--- config.mk ---
export PLATFORM = sky130hd
export DESIGN_NAME = accu_group4_flat
export DESIGN_NICKNAME = d
export VERILOG_FILES = /design/src/rtl/accu_group4_if.sv /design/src/rtl/accu_group4.sv /design/src/flat_wrapper.sv
export SDC_FILE = /design/constraint.sdc
export NUM_CORES = 1
export LEC_CHECK = 0
export ABC_AREA = 1
export BUFFER_PORTS_ARGS = -buffer_cell sky130_fd_sc_hd__buf_2
export CORE_MARGIN = 1.5
export CORE_UTILIZATION = 59
export DETAILED_ROUTE_END_ITERATION = 10
export GPL_ROUTABILITY_DRIVEN = 1
export PLACE_DENSITY = 0.83
export SLEW_MARGIN = 10
export SYNTH_ARGS = -nofsm -noshare
export SYNTH_HDL_FRONTEND = slang
export SYNTH_SLANG_ARGS = --single-unit
--- constraint.sdc ---
create_clock -name clk -period 3.9 [get_ports clk]
set_clock_uncertainty 0.15 [all_clocks]
set_input_delay 0.195 -clock clk [delete_from_list [all_inputs] [get_ports clk]]
set_output_delay 0.195 -clock clk [all_outputs]
set_load 0.02 [all_outputs]
--- src/rtl/accu_group4_if.sv ---
// accu_group4_if: streaming bus between a valid-only producer, the group
// accumulator and its downstream consumer.
//   data_in   : sample from the producer, qualified by valid_in
//   valid_in  : data_in is valid this cycle (no backpressure)
//   valid_out : one-cycle pulse, data_out holds a completed group sum
//   data_out  : registered group sum
// Modports:
//   master : producer/consumer side (drives inputs, observes outputs)
//   slave  : accumulator side
interface accu_group4_if #(
    parameter int DATA_W = 8,
    parameter int OUT_W  = 10
);
    logic [DATA_W-1:0] data_in;
    logic              valid_in;
    logic              valid_out;
    logic [OUT_W-1:0]  data_out;

    modport master (
        output data_in,
        output valid_in,
        input  valid_out,
        input  data_out
    );

    modport slave (
        input  data_in,
        input  valid_in,
        output valid_out,
        output data_out
    );
endinterface : accu_group4_if

--- src/rtl/accu_group4.sv ---
// accu_group4: sums consecutive groups of GROUP accepted samples and emits
// each total with a one-cycle valid_out pulse. Every valid_in beat is
// consumed; idle cycles inside a group are allowed and simply hold state.
// Arithmetic is unsigned modulo 2^OUT_W.
// Ports:
//   clk   : rising-edge clock
//   rst_n : synchronous reset, active HIGH despite the name
//   bus   : accu_group4_if.slave (data_in, valid_in, valid_out, data_out)
// Parameters:
//   DATA_W : sample width
//   GROUP  : samples per sum, must be >= 2
//   OUT_W  : sum width
module accu_group4 #(
    parameter int DATA_W = 8,
    parameter int GROUP  = 4,
    parameter int OUT_W  = 10
) (
    input  logic           clk,
    input  logic           rst_n,
    accu_group4_if.slave   bus
);
    localparam int CNT_W = (GROUP > 2) ? $clog2(GROUP) : 1;
    localparam logic [CNT_W-1:0] LAST_BEAT = CNT_W'(GROUP - 1);

    logic [CNT_W-1:0] beat_cnt;
    logic [OUT_W-1:0] part_sum;
    logic [OUT_W-1:0] sum_next;
    logic [OUT_W-1:0] data_q;
    logic             valid_q;
    logic             last_beat;

    // Zero-extend the sample and add it to the running partial sum.
    assign sum_next  = part_sum + OUT_W'(bus.data_in);
    assign last_beat = (beat_cnt == LAST_BEAT);

    // NOTE: all state uses non-blocking assignments so every register
    // samples the pre-edge values of its peers; blocking here would let
    // part_sum see its own updated value within the same edge.
    always_ff @(posedge clk) begin
        if (rst_n) begin
            // NOTE: reset is synchronous and active high; it clears the
            // output registers too, so a group completing on the reset
            // edge never produces a pulse.
            beat_cnt <= '0;
            part_sum <= '0;
            data_q   <= '0;
            valid_q  <= 1'b0;
        end else begin
            // Default: the pulse lasts a single cycle.
            valid_q <= 1'b0;
            if (bus.valid_in) begin
                if (last_beat) begin
                    data_q   <= sum_next;
                    valid_q  <= 1'b1;
                    beat_cnt <= '0;
                    part_sum <= '0;
                end else begin
                    part_sum <= sum_next;
                    beat_cnt <= beat_cnt + 1'b1;
                end
            end
        end
    end

    assign bus.valid_out = valid_q;
    assign bus.data_out  = data_q;
endmodule : accu_group4

--- src/flat_wrapper.sv ---
// flat-port wrapper written by rule: the top's interface ports become plain ports
module accu_group4_flat 
#(
    parameter int DATA_W = 8,
    parameter int GROUP  = 4,
    parameter int OUT_W  = 10
)
  (clk, rst_n, bus_data_in, bus_valid_in, bus_valid_out, bus_data_out);
  accu_group4_if #(.DATA_W(DATA_W), .OUT_W(OUT_W)) bus_i ();
  input  logic clk;
  input  logic rst_n;
  input wire logic [$bits(bus_i.data_in)-1:0] bus_data_in;
  input wire logic [$bits(bus_i.valid_in)-1:0] bus_valid_in;
  output wire logic [$bits(bus_i.valid_out)-1:0] bus_valid_out;
  output wire logic [$bits(bus_i.data_out)-1:0] bus_data_out;
  assign bus_i.data_in = bus_data_in;
  assign bus_i.valid_in = bus_valid_in;
  assign bus_valid_out = bus_i.valid_out;
  assign bus_data_out = bus_i.data_out;
  accu_group4 #(.DATA_W(DATA_W), .GROUP(GROUP), .OUT_W(OUT_W)) u_core (.clk(clk), .rst_n(rst_n), .bus(bus_i));
endmodule
**Word-level counts from Yosys, hierarchy flattened**

Index checks and enable logic that the tools add are counted.

- Register bits: 23
- Input bits: 11
- Output and inout bits: 11

- Add/sub/neg operators: 2
- Equality and inequality tests: 1
- Mux-type cells: 3
- Bitwise operators: 1
- Reduce and logical (&&, ||, !) cells: 2

Operator list:

| cell | number |
|---|---|
| $add 10x8->10 | 1 |
| $mux 10 | 1 |
| $add 2x1->2 const B | 1 |
| $eq 2x2->1 const B | 1 |
| $mux 2 | 1 |
| $reduce_and 2->1 | 1 |
| $reduce_or 2->1 | 1 |
| $mux 1 | 1 |
| $not 1->1 | 1 |

**Depth between registers and ports, before layout**

- Depth in word-level cells: 2
- Mapped depth: 12

**Worst setup path after synthesis**

OpenSTA, ideal clock, no wires.

- Kind: register -> register
- Start point: register u_core.part_sum[0]
- End point: register u_core.data_q[8], in the netlist u_core.bus.data_out[8]
- Arrival: 1.504 ns
- Slack: 2.137 ns
- Cell stages (with the launch flop): 12
- Buffers on the path: 0
- Clock period less this slack: 1.763 ns
- Path through: dfxtp_1 ha_1 inv_1 fa_1 o21ai_2 nand2_1 nand2_1 nand2_1 nand2_1 nand2_1 nand2_1 inv_1

- Word-level cells in the longest chain between the ends: 1

Ends and longest elaborated chain:

| item | RTL line | source |
|---|---|---|
| start: declaration | accu_group4.sv:26 | `logic [OUT_W-1:0] part_sum;` |
| start signal: assignment | accu_group4.sv:58 | `part_sum <= sum_next;` |
| $add 10x8->10 | accu_group4.sv:33 | `assign sum_next = part_sum + OUT_W'(bus.data_in);` |
| end signal: assignment | accu_group4.sv:53 | `data_q <= sum_next;` |
| end: declaration | accu_group4.sv:28 | `logic [OUT_W-1:0] data_q;` |

No other way between the ends.
A chain may end at the register's enable or synchronous reset.

**Worst setup path in the final report**

Same ends and word-level chain as after synthesis.

==> impl_metrics.csv <==
group,metric,value,unit
synth,yosysWarnings,0,
power,pwr-share-seq,51.1,%
synth,synth-compound-area-share,13.2,%
drt,dr.first_iter.drc_count,25,
clocking,clk_latency,0.31,ns
finish,regArea,460,sq um
placement,dp_cells,229,
synth,synth-xor-area-share,2.05,%
drt,vias_per_cell,5.31,
global_routing,grt_pass1_wl,4910,um
floorplan,num_rows,16,
clocking,cts-buffers-inserted,3,
floorplan,core_area,0.00200,sq mm
sta,setup_slack,1.98,ns
global_routing,grt_pass1_vias,1223,
sta,worstMarginPinSlew,0.765,ns
sta,rsz0062_at_grt,"no",
setup_path,critPathArrivalTime,2.00,ns
power,power.share.clock,21.4,%
clocking,clock_path_buffers,2,
sta,finalSetupTns,0,ns
clocking,clock_sinks,23,
global_routing,grt_max_degree,18,
run_status,status,"completed",
synth,synth_nets,207,
floorplan,start_util,64.1,%
floorplan,pin_count,22,
power,power_leakage,0.000795,uW
run,max_cap_violations,0,
power,switching_share,32.8,%
global_routing,grt-ovfl-total,0,
clocking,cts_tree,"yes",
clocking,h-tree-depth,1,
finish,drive_gt1_share,14.0,%
synth,muxShareOfSynthArea,0,%
sta,hold_viol_final,0,
sta,finalSetupViolCount,0,
finish,final_nets,229,
sta,fin_crit,1.92,ns
floorplan,fp.dieArea,0.00246,sq mm
setup_path,cp-end-kind,"flop",
power,p_sw,166,uW
power,p_per_area,354,mW/mm^2
setup_path,required,3.98,ns
setup_path,regToRegSetupSlack,1.98,ns
setup_path,critPathMaxFanout,3,
drt,vias,1243,
synth,netlist_area,0.00128,sq mm
finish,diodes,0,
global_routing,antenna_found_initial,0,
drt,ant_nets,0,
clocking,ctsResizeCount,0,
finish,multi_input_comb_area,702,sq um
sta,max_slew_margin,48.8,%
synth,synth_cell_types,24,
finish,fin_util,71.6,%
synth,synth_area_per_cell,6.90,sq um
power,peakVddDrop,0.313,mV
placement,portBuffers,21,
synth,synth_top_family_by_area,"simple AND/OR/NAND/NOR gates",
drt,routed_wl,2800,um
hold_path,min_from,"rst_n",
hold_path,hold_path_class,"primary input to flop",
sta,clock.fmax,520,MHz
sta,finalCritPeriodShare,49.3,%
finish,syn2layout_area_growth,11.7,%
setup_path,r2r-start,"u_core.part_sum[0]",
placement,dp_slack,1.99,ns
placement,hpwl,2100,um
clocking,clk_pin_slew,0.13,ns
global_routing,grtUsageTotal,25.4,%
synth,synthSimpleGateAreaFrac,29.2,%
setup_path,cp-start-kind,"flop",
setup_path,reg2reg_depth,11,
placement,gp_congestion,0.830,
floorplan,die_w,49.6,um
synth,postSynthCellCount,186,
finish,nFillCells,185,
synth,synth-seq-cells,23,
drt,drt_pass1_iterations,5,
hold_path,hold_end,"u_core.part_sum[1]",
power,p_comb_share,27.5,%
synth,synthAdderAreaFrac,10.3,%
sta,whs,0.112,ns
hold_path,hold_depth,2,
drt,drc_errors,0,
clocking,root_buffer,"clkbuf_4",
drt,wl_per_cell,12.0,um
setup_path,critical_path_class,"flop to flop",
finish,stdcell_count,234,
sta,slew_violations,0,
setup_path,r2r-end,"u_core.bus.data_out[8]",
power,p_int,341,uW
floorplan,die_h,49.6,um
synth,ys_seq_area_share,35.9,%
metrics by stage:
stage	total power, uW	instance area [sq um]
final	507	1430
after global routing	539	1430
after CTS	509	1430
after detailed placement	401	1400
after global placement	395	1400
after floorplan	367	1280
cell usage in the layout, fill, tap and decap left out, drive strengths merged:
cell type / instances
a21oi: 15
clkbuf: 3
nand3b: 2
a21boi: 1
o211ai: 1
xor2: 2
o21ai: 9
a21o: 2
nand3: 12
dlygate4sd3: 1
a211oi: 1
nand2: 53
fa: 1
nor2: 22
ha: 9
clkinv: 1
o21a: 1
nand4: 1
inv: 25
dfxtp: 23
xnor2: 1
buf: 21
power by group through the flow:
| stage | Clock (uW) | Combinational, uW | Sequential, uW |
|---|---|---|---|
| floorplan | 0 | 102 | 266 |
| global placement | 0 | 132 | 263 |
| detailed placement | 0 | 137 | 264 |
| CTS | 112 | 138 | 259 |
| global route | 119 | 160 | 261 |
| finish | 108 | 139 | 259 |
routing by layer:
| layer | global-route usage (%) | up-vias | routed length (um) |
|---|---|---|---|
| met5 | 0 | - | 0 |
| met2 | 47.1 | 37 | 1390 |
| met4 | 6.94 | 0 | 48 |
| li1 | - | 632 | - |
| met3 | 6.06 | 6 | 157 |
| met1 | 28.6 | 568 | 1200 |
cell families (layout without fill, tap and decap cells):
| family | count (synthesis) | count (layout) |
|---|---|---|
| adder cells (fa/ha/maj) | 10 | 10 |
| XOR/XNOR | 3 | 3 |
| flip-flops | 23 | 23 |
| buffers and inverters | 30 | 51 |
| AND/OR/NAND/NOR | 90 | 90 |
| AO/OA/AOI/OAI | 30 | 30 |
critical path, stage by stage (launching register included):
cell,delay (ns)
dfxtp_1,0.35
ha_1,0.19
inv_1,0.06
fa_1,0.42
o21ai_2,0.23
nand2_1,0.09
nand2_1,0.08
nand2_1,0.07
nand2_1,0.07
nand2_1,0.05
nand2_1,0.06
inv_1,0.03
state kept, by name, summed over array words and instances, names as in the netlist:
signal	cells
u_core.beat_cnt	2
u_core.bus.data_out	10
u_core.bus.valid_out	1
u_core.part_sum	10
repair_timing:
item	4_1_cts	5_1_grt
setup buffers	0	0
hold endpoints to repair	1	0
hold buffers	1	0
worst max-delay path by stage:
| stage | cells past startpoint | slack [ns] | to | start |
|---|---|---|---|---|
| finish | 11 | 1.98 | u_core.bus.data_out[8] | u_core.part_sum[0] |
| CTS | 10 | 1.97 | u_core.bus.data_out[6] | u_core.part_sum[0] |
| floorplan | 11 | 2.14 | u_core.bus.data_out[8] | u_core.part_sum[0] |
| detailed placement | 10 | 1.99 | u_core.bus.data_out[6] | u_core.part_sum[0] |
| global placement | 11 | 2.05 | u_core.bus.data_out[8] | u_core.part_sum[0] |
| global route | 6 | 1.78 | u_core.beat_cnt[0] | bus_valid_in |
synthesized netlist by cell type (all sizes together):
cell / instances / area [sq um]
a21o: 2 / 15.0
nand3b: 2 / 18.8
nand3: 12 / 65.1
o211ai: 1 / 7.51
a211oi: 1 / 7.51
dfxtp: 23 / 460
o21ai: 9 / 48.8
buf: 2 / 15.0
clkbuf: 3 / 11.3
xor2: 2 / 17.5
nand4: 1 / 6.26
xnor2: 1 / 8.76
fa: 1 / 20.0
nand2: 53 / 201
o21a: 1 / 7.51
ha: 9 / 113
a21oi: 15 / 75.1
a21boi: 1 / 7.51
nor2: 22 / 82.6
inv: 25 / 93.8
cell type report:
type | instances | share of cell area (%)
multi-input combinational | 133 | 49.0
sequential | 23 | 32.1
timing repair buffer | 22 | 8.03
inverter | 25 | 6.55
tap | 27 | 2.36
clock buffer | 3 | 1.57
clock inverter | 1 | 0.349
Note: power is estimated with default switching activity, not from simulation.
